`config.mk`:
```
export PLATFORM = sky130hd
export DESIGN_NAME = fnd_scan_ctrl_flat
export DESIGN_NICKNAME = d
export VERILOG_FILES = /design/src/rtl/fnd_pkg.sv /design/src/rtl/fnd_scan_ctrl_if.sv /design/src/rtl/fnd_seg_decode.sv /design/src/rtl/fnd_scan_ctrl.sv /design/src/flat_wrapper.sv
export SDC_FILE = /design/constraint.sdc
export NUM_CORES = 1
export LEC_CHECK = 0
export ABC_CLOCK_PERIOD_IN_PS = 10300
export CAP_MARGIN = 20
export CORE_ASPECT_RATIO = 1.1
export CORE_MARGIN = 8
export CORE_UTILIZATION = 40
export DETAILED_ROUTE_END_ITERATION = 12
export SYNTH_ARGS = -nofsm -noshare
export SYNTH_HDL_FRONTEND = slang
export SYNTH_SLANG_ARGS = --single-unit
```
`constraint.sdc`:
```
create_clock -name clk -period 10.3 [get_ports clk]
set_clock_uncertainty 0.2 [all_clocks]
set_input_delay 1.03 -clock clk [delete_from_list [all_inputs] [get_ports clk]]
set_output_delay 1.03 -clock clk [all_outputs]
set_load 0.02 [all_outputs]
```
`src/rtl/fnd_pkg.sv`:
```
// rtl/fnd_pkg.sv - shared FND glyph table, blank code and scan divider helper
package fnd_pkg;

   localparam logic [7:0] SEG_BLANK = 8'hFF;
   localparam int         DP_BIT    = 7;

   // Active-low {dp,g,f,e,d,c,b,a}; entries 10..15 are the hex glyphs A,b,C,d,E,F.
   localparam logic [7:0] GLYPH [16] = '{
      8'hC0, 8'hF9, 8'hA4, 8'hB0, 8'h99, 8'h92, 8'h82, 8'hF8,
      8'h80, 8'h90, 8'h88, 8'h83, 8'hC6, 8'hA1, 8'h86, 8'h8E
   };

   function automatic int fnd_div(input int clk_freq, input int scan_hz, input int num_digits);
      return clk_freq / (scan_hz * num_digits);
   endfunction

endpackage

```
`src/rtl/fnd_scan_ctrl_if.sv`:
```
// rtl/fnd_scan_ctrl_if.sv - digit/control inputs and FND pin outputs of the scan controller
interface fnd_scan_ctrl_if #(
   parameter int NUM_DIGITS = 4
);
   logic [4*NUM_DIGITS-1:0] i_digits;
   logic [NUM_DIGITS-1:0]   i_dp;
   logic [NUM_DIGITS-1:0]   i_blink;
   logic                    i_load;
   logic                    i_lz_en;
   logic [3:0]              i_bright;
   logic [7:0]              fnd_data;
   logic [NUM_DIGITS-1:0]   fnd_com;
   logic                    frame_done;

   modport master (
      output i_digits, i_dp, i_blink, i_load, i_lz_en, i_bright,
      input  fnd_data, fnd_com, frame_done
   );

   modport slave (
      input  i_digits, i_dp, i_blink, i_load, i_lz_en, i_bright,
      output fnd_data, fnd_com, frame_done
   );
endinterface

```
`src/rtl/fnd_seg_decode.sv`:
```
// rtl/fnd_seg_decode.sv - 4-bit code to active-low segments; blank hides the numeral only
module fnd_seg_decode
   import fnd_pkg::*;
#(
   parameter int HEX_MODE = 0
) (
   input  logic [3:0] code,
   input  logic       dp,
   input  logic       blank,
   output logic [7:0] seg
);

   always_comb begin
      seg = SEG_BLANK;
      if (!blank && (HEX_MODE != 0 || code < 4'd10)) begin
         seg = GLYPH[code];
      end
      if (dp) begin
         seg[DP_BIT] = 1'b0;
      end
   end

endmodule

```
`src/rtl/fnd_scan_ctrl.sv`:
```
// rtl/fnd_scan_ctrl.sv - multiplexed common-anode FND driver with double buffer,
// leading-zero blanking, blink and PWM brightness
module fnd_scan_ctrl
   import fnd_pkg::*;
#(
   parameter int NUM_DIGITS   = 4,
   parameter int CLK_FREQ     = 100_000_000,
   parameter int SCAN_HZ      = 250,
   parameter int BLINK_FRAMES = 125,
   parameter int HEX_MODE     = 0
) (
   input  logic              clk,
   input  logic              rst,
   fnd_scan_ctrl_if.slave    bus
);

   localparam int DIV = fnd_div(CLK_FREQ, SCAN_HZ, NUM_DIGITS);
   localparam int SW  = $clog2(DIV);
   localparam int DW  = $clog2(NUM_DIGITS);
   localparam int FW  = (BLINK_FRAMES > 1) ? $clog2(BLINK_FRAMES) : 1;
   localparam logic [SW+4:0] DIV_W = (SW+5)'(DIV);

   if (DIV < 16 || NUM_DIGITS < 2 || NUM_DIGITS > 8) begin : g_bad_cfg
      $error("fnd_scan_ctrl: need DIV >= 16 and NUM_DIGITS in 2..8");
   end

   logic [SW-1:0]           slot_cnt;
   logic [DW-1:0]           sel;
   logic [FW-1:0]           frame_cnt;
   logic                    blink_phase;
   logic                    pending;
   logic [4*NUM_DIGITS-1:0] shadow_digits, active_digits;
   logic [NUM_DIGITS-1:0]   shadow_dp, active_dp;
   logic                    slot_tick, frame_end;

   assign slot_tick = (slot_cnt == SW'(DIV - 1));
   assign frame_end = slot_tick && (sel == DW'(NUM_DIGITS - 1));

   always_ff @(posedge clk) begin
      if (rst) begin
         slot_cnt    <= '0;
         sel         <= '0;
         frame_cnt   <= '0;
         blink_phase <= 1'b1;
      end else begin
         slot_cnt <= slot_tick ? '0 : slot_cnt + 1'b1;
         if (slot_tick) begin
            sel <= (sel == DW'(NUM_DIGITS - 1)) ? '0 : sel + 1'b1;
         end
         if (frame_end) begin
            if (frame_cnt == FW'(BLINK_FRAMES - 1)) begin
               frame_cnt   <= '0;
               blink_phase <= ~blink_phase;
            end else begin
               frame_cnt <= frame_cnt + 1'b1;
            end
         end
      end
   end

   // A load landing on the frame boundary bypasses the shadow so it is shown next frame.
   always_ff @(posedge clk) begin
      if (rst) begin
         pending       <= 1'b0;
         shadow_digits <= '0;
         shadow_dp     <= '0;
         active_digits <= '0;
         active_dp     <= '0;
      end else begin
         if (bus.i_load) begin
            shadow_digits <= bus.i_digits;
            shadow_dp     <= bus.i_dp;
         end
         if (frame_end && bus.i_load) begin
            active_digits <= bus.i_digits;
            active_dp     <= bus.i_dp;
            pending       <= 1'b0;
         end else if (frame_end && pending) begin
            active_digits <= shadow_digits;
            active_dp     <= shadow_dp;
            pending       <= 1'b0;
         end else if (bus.i_load) begin
            pending <= 1'b1;
         end
      end
   end

   logic [NUM_DIGITS-1:0] lz_blank;
   logic                  lz_run;

   always_comb begin
      lz_blank = '0;
      lz_run   = bus.i_lz_en;
      for (int i = NUM_DIGITS - 1; i >= 1; i--) begin
         lz_run      = lz_run && (active_digits[4*i +: 4] == 4'd0) && !active_dp[i];
         lz_blank[i] = lz_run;
      end
   end

   logic [3:0] cur_code;
   logic       blink_off;
   logic [7:0] seg;

   assign cur_code  = active_digits[4*sel +: 4];
   assign blink_off = bus.i_blink[sel] && !blink_phase;

   fnd_seg_decode #(
      .HEX_MODE (HEX_MODE)
   ) u_decode (
      .code  (cur_code),
      .dp    (active_dp[sel] && !blink_off),
      .blank (lz_blank[sel] || blink_off),
      .seg   (seg)
   );

   // on_len is floored at 2 so the dimmest level still lights one cycle after the guard slot.
   logic [SW+4:0] bright_prod;
   logic [SW:0]   on_len, on_eff;
   logic          lit;

   assign bright_prod = (SW+5)'({1'b0, bus.i_bright} + 5'd1) * DIV_W;
   assign on_len      = (SW+1)'(bright_prod >> 4);
   assign on_eff      = (on_len < (SW+1)'(2)) ? (SW+1)'(2) : on_len;
   assign lit         = (slot_cnt != '0) && ({1'b0, slot_cnt} < on_eff);

   logic [NUM_DIGITS-1:0] com_q;
   logic [7:0]            data_q;
   logic                  frame_done_q;

   always_ff @(posedge clk) begin
      if (rst) begin
         com_q        <= '1;
         data_q       <= SEG_BLANK;
         frame_done_q <= 1'b0;
      end else begin
         frame_done_q <= frame_end;
         if (lit) begin
            com_q  <= ~(NUM_DIGITS'(1) << sel);
            data_q <= seg;
         end else begin
            com_q  <= '1;
            data_q <= SEG_BLANK;
         end
      end
   end

   assign bus.fnd_com    = com_q;
   assign bus.fnd_data   = data_q;
   assign bus.frame_done = frame_done_q;

endmodule
```
`src/flat_wrapper.sv`:
```
// flat-port wrapper written by rule: the top's interface ports become plain ports
module fnd_scan_ctrl_flat import fnd_pkg::*;
#(
   parameter int NUM_DIGITS   = 4,
   parameter int CLK_FREQ     = 100_000_000,
   parameter int SCAN_HZ      = 250,
   parameter int BLINK_FRAMES = 125,
   parameter int HEX_MODE     = 0
)
  (clk, rst, bus_i_digits, bus_i_dp, bus_i_blink, bus_i_load, bus_i_lz_en, bus_i_bright, bus_fnd_data, bus_fnd_com, bus_frame_done);
  fnd_scan_ctrl_if #(.NUM_DIGITS(NUM_DIGITS)) bus_i ();
  input  logic clk;
  input  logic rst;
  input wire logic [$bits(bus_i.i_digits)-1:0] bus_i_digits;
  input wire logic [$bits(bus_i.i_dp)-1:0] bus_i_dp;
  input wire logic [$bits(bus_i.i_blink)-1:0] bus_i_blink;
  input wire logic [$bits(bus_i.i_load)-1:0] bus_i_load;
  input wire logic [$bits(bus_i.i_lz_en)-1:0] bus_i_lz_en;
  input wire logic [$bits(bus_i.i_bright)-1:0] bus_i_bright;
  output wire logic [$bits(bus_i.fnd_data)-1:0] bus_fnd_data;
  output wire logic [$bits(bus_i.fnd_com)-1:0] bus_fnd_com;
  output wire logic [$bits(bus_i.frame_done)-1:0] bus_frame_done;
  assign bus_i.i_digits = bus_i_digits;
  assign bus_i.i_dp = bus_i_dp;
  assign bus_i.i_blink = bus_i_blink;
  assign bus_i.i_load = bus_i_load;
  assign bus_i.i_lz_en = bus_i_lz_en;
  assign bus_i.i_bright = bus_i_bright;
  assign bus_fnd_data = bus_i.fnd_data;
  assign bus_fnd_com = bus_i.fnd_com;
  assign bus_frame_done = bus_i.frame_done;
  fnd_scan_ctrl #(.NUM_DIGITS(NUM_DIGITS), .CLK_FREQ(CLK_FREQ), .SCAN_HZ(SCAN_HZ), .BLINK_FRAMES(BLINK_FRAMES), .HEX_MODE(HEX_MODE)) u_core (.clk(clk), .rst(rst), .bus(bus_i));
endmodule
```
==> run metrics <==
outcome=finished, final reports clean; NumNets Final=729; fill cell total of the finished layout=between 1000 and 1500; maximum fanout along the worst path=12; router iterations before antenna repair=4; Synth-to-Final Area Change=15.86%; synth cell count leaders=sky130_fd_sc_hd__nor2_1 (98), sky130_fd_sc_hd__dfxtp_1 (81), sky130_fd_sc_hd__ha_1 (62); Final Critical Period=6.676 ns; Post-Syn Area per Cell=8.534 µm²; DP Worst Slack=3.212 ns; met2 Use GR=24.93%; count of placed standard cells including taps=779; Largest stage delay, worst path=0.60 ns; flip-flop and latch count after synthesis=81; unrepaired setup endpoints after global routing=no; per-cell routed wire length=15.17 µm; share of the clock period used by the worst path=64.82%; post-synthesis net count=704; CTS hold repair buffers=0; data arrival at the endpoint of the critical path=6.74 ns; number of antenna violations at the first check in global routing=0; initial core utilization=41.11%; GRT met3 Usage=under 10%; worst-case headroom to the max-slew limit=~34%; Tightest Hold Check Type=flip-flop to flip-flop; first-pass GRT wire length=20900 µm; Leakage=2.525 nW; part of the total power dissipated in the clock network=39.5%; library cells used by synthesis=57; Psw=0.2429 mW; routing usage on met1=17.74%; Final Hold Viols=0; number of buffers created by CTS=9; count of non-filler cells in the finished layout=796; post-route setup TNS=0 ns; post-cts gate resize count=0; min setup slack post-route=3.624 ns; GRT Util Overall=about 15%; Max Slew Vio Count=0; share of synthesized area occupied by flip-flops and latches=31.20%; setup violators final=0; fraction of synthesis flops using an asynchronous set or reset pin=0%; die outline area=16900 µm²; timing-limited maximum frequency=0.1498 GHz; most area-hungry cell type in the Yosys netlist=sky130_fd_sc_hd__dfxtp_1; number of top-level design ports=45; Clock Root Buffer=sky130_fd_sc_hd__clkbuf_16; count leader, synth=sky130_fd_sc_hd__nor2_1; die height=about 140 µm; data required time of the worst path=10.36 ns; remaining antenna violation count=0; proportion of power drawn by flip-flops and latches=between 30% and 40%; worst slew pin tran=between 0.9 and 1 ns; core occupancy in the finished layout=47.63%; synthesized netlist cell count=a little over 600; GRT Residual Overflow=0; synthesized cell area=a little over 5000 µm²; Antenna Cells=0; placer's final routability congestion estimate=~0.87; CTS HTree Levels=3; total half-perimeter wirelength after legalization and detailed placement=9041 µm; floorplan row count=43; crit path cell chain=clkdlybuf4s50_1 > ha_1 > xor2_1 > ha_1 > xnor2_1 > ha_1 > a21o_1 > ha_1 > ha_1 > a21o_1 > a221oi_1 > o21ai_0 > xnor2_1 > ha_1 > and4_1 > nand2_1 > or2_2 > a2111oi_0 > o311ai_2 > nand4_1; core box area=12640 µm²; Cell Area, Placed=roughly 5700 µm²; DRC errors left=0; Int Pwr=0.6363 mW; maximum number of pins on one net before global-route repair=51; # Max-Cap Violations=0; IR drop worst, VDD=92.51 µV; synthesis warning total=0; vias post-DR=4355; Comb power frac=23.1%; main flop type after synthesis=sky130_fd_sc_hd__dfxtp_1; maximum clock path buffer count=2; Total Routed Length=12080 µm; PortBufs=44; total number of clock tree sinks=81; number of enable flip-flop cells after synthesis=0; Pwr per Cell Area=roughly 150 nW/µm²; post-CTS repair timing setup buffer count=0; tightest hold margin=around 0.28 ns; share of layout cells above drive strength 1=under 10%; critical path's most frequent cell=sky130_fd_sc_hd__ha_1; vias in the first global route=4366; Most Crowded Layer GR=met2; portion of synthesized cell area occupied by the leading cell type=31.20%; Skew-Pair Late Insertion Delay=0.33 ns; TritonCTS clock tree=done; horizontal die dimension=124.7 µm; Synth area leaders=sky130_fd_sc_hd__dfxtp_1 (31%), sky130_fd_sc_hd__ha_1 (15%), sky130_fd_sc_hd__nor2_1 (7.1%), sky130_fd_sc_hd__mux2i_1 (4.8%), sky130_fd_sc_hd__xor2_1 (4.4%); Clk pin slew, worst setup/hold paths=about 0.06 ns; class of the most critical setup path=primary input to flip-flop; Power Total=0.8792 mW; endpoint kind of the worst setup timing path=flip-flop; Iteration-0 DRC Markers=205; Switching Fraction=27.63%; sort of element at the start of the critical path=primary input; final instance area=6022 µm²; Via-to-Cell Ratio=5.471; critical path's slowest cell=sky130_fd_sc_hd__clkdlybuf4s50_1
==> cells by family (layout without fill, tap and decap cells) <==
logic type	count (synthesis)	in the layout	share of synthesized area [%]
compound gates	107	107	13.82
xor+xnor	39	39	6.572
fa+ha+maj	63	63	15.31
buf+inv	58	88	4.622
flops	81	81	31.20
mux	32	32	7.631
simple gates	229	229	20.85
==> sequential cells by signal, indices dropped and copies added, names as in the netlist <==
signal                 count
u_core.active_digits      16
u_core.frame_cnt           7
u_core.bus.fnd_data        8
u_core.sel                 2
u_core.pending             1
u_core.shadow_digits      16
u_core.bus.frame_done      1
u_core.active_dp           4
u_core.blink_phase         1
u_core.slot_cnt           17
u_core.shadow_dp           4
u_core.bus.fnd_com         4
==> power groups by stage <==
stage | logic [mW] | registers [mW] | clock network (mW)
6_report | 0.203 | 0.329 | 0.348
5_1_grt | 0.230 | 0.330 | 0.367
4_1_cts | 0.204 | 0.329 | 0.354
3_5_place_dp | 0.202 | 0.335 | 0
3_3_place_gp | 0.199 | 0.335 | 0
2_1_floorplan | 0.146 | 0.337 | 0
==> final timing paths <==
| path | start | end | slack, ns | depth (start not counted) |
|---|---|---|---|---|
| hold / removal | u_core.slot_cnt[0]$_SDFF_PP0_ | u_core.slot_cnt[0]$_SDFF_PP0_ | 0.28 | 1 |
| setup / recovery | bus_i_bright[0] | u_core.bus.fnd_com[2]$_SDFF_PP1_ | 3.62 | 20 |
| hold reg to reg | u_core.slot_cnt[0]$_SDFF_PP0_ | u_core.slot_cnt[0]$_SDFF_PP0_ | 0.28 | 1 |
| setup reg to reg | u_core.slot_cnt[1]$_SDFF_PP0_ | u_core.active_digits[11]$_SDFFE_PP0P_ | 7.21 | 10 |
==> placed cells by master (no fill, tap or decap), types with 3 or more instances in the layout <==
cell type                         netlist  routed
sky130_fd_sc_hd__and2_1                 4       4
sky130_fd_sc_hd__dfxtp_1               81      81
sky130_fd_sc_hd__xor2_1                26      26
sky130_fd_sc_hd__nand2b_1               4       4
sky130_fd_sc_hd__inv_1                 25      25
sky130_fd_sc_hd__nand3_1               18      18
sky130_fd_sc_hd__o22ai_1                4       4
sky130_fd_sc_hd__or2_2                  4       4
sky130_fd_sc_hd__ha_1                  62      62
sky130_fd_sc_hd__xnor2_1               13      13
sky130_fd_sc_hd__nor2b_1                7       7
sky130_fd_sc_hd__buf_2                  6       3
sky130_fd_sc_hd__mux4_2                 6       6
sky130_fd_sc_hd__and3_1                 8       8
sky130_fd_sc_hd__clkbuf_16              0       9
sky130_fd_sc_hd__nand2_1               43      43
sky130_fd_sc_hd__and4_1                 4       4
sky130_fd_sc_hd__a21oi_1               17      17
sky130_fd_sc_hd__nor4_1                 6       6
sky130_fd_sc_hd__o21ai_0               30      30
sky130_fd_sc_hd__a211oi_1              23      23
sky130_fd_sc_hd__clkdlybuf4s50_1        0      42
sky130_fd_sc_hd__nor3_1                 6       6
sky130_fd_sc_hd__nand4_1               18      18
sky130_fd_sc_hd__mux2i_1               25      25
sky130_fd_sc_hd__a21o_1                 9       9
sky130_fd_sc_hd__clkbuf_1              17       3
sky130_fd_sc_hd__nor2_1                98      98
==> cell type report <==
type                            instances  area [µm²]  area share, %
Timing Repair Buffer                   47       450.4          7.480
Inverter                               25       93.84          1.558
Sequential cell                        81        1622          26.93
Multi-Input combinational cell        470        3336          55.39
Clock inverter                          2       60.06         0.9973
Tap cell                              157       196.4          3.262
Clock buffer                           14       264.0          4.384
==> worst max-delay path, delay by kind of cell <==
| family | cells | cell delay, ns |
|---|---|---|
| xor+xnor | 3 | 0.69 |
| fa+ha+maj | 6 | 1.69 |
| compound gates | 6 | 1.98 |
| simple gates | 4 | 0.75 |
| buf+inv | 1 | 0.60 |
==> per-layer routing <==
metal,part of all wire [%],vias up
li1,-,2209
met1,47,2045
met2,48,82
met3,3.1,19
met4,2.0,0
met5,0,-
Power figures use the tool's default switching activity.
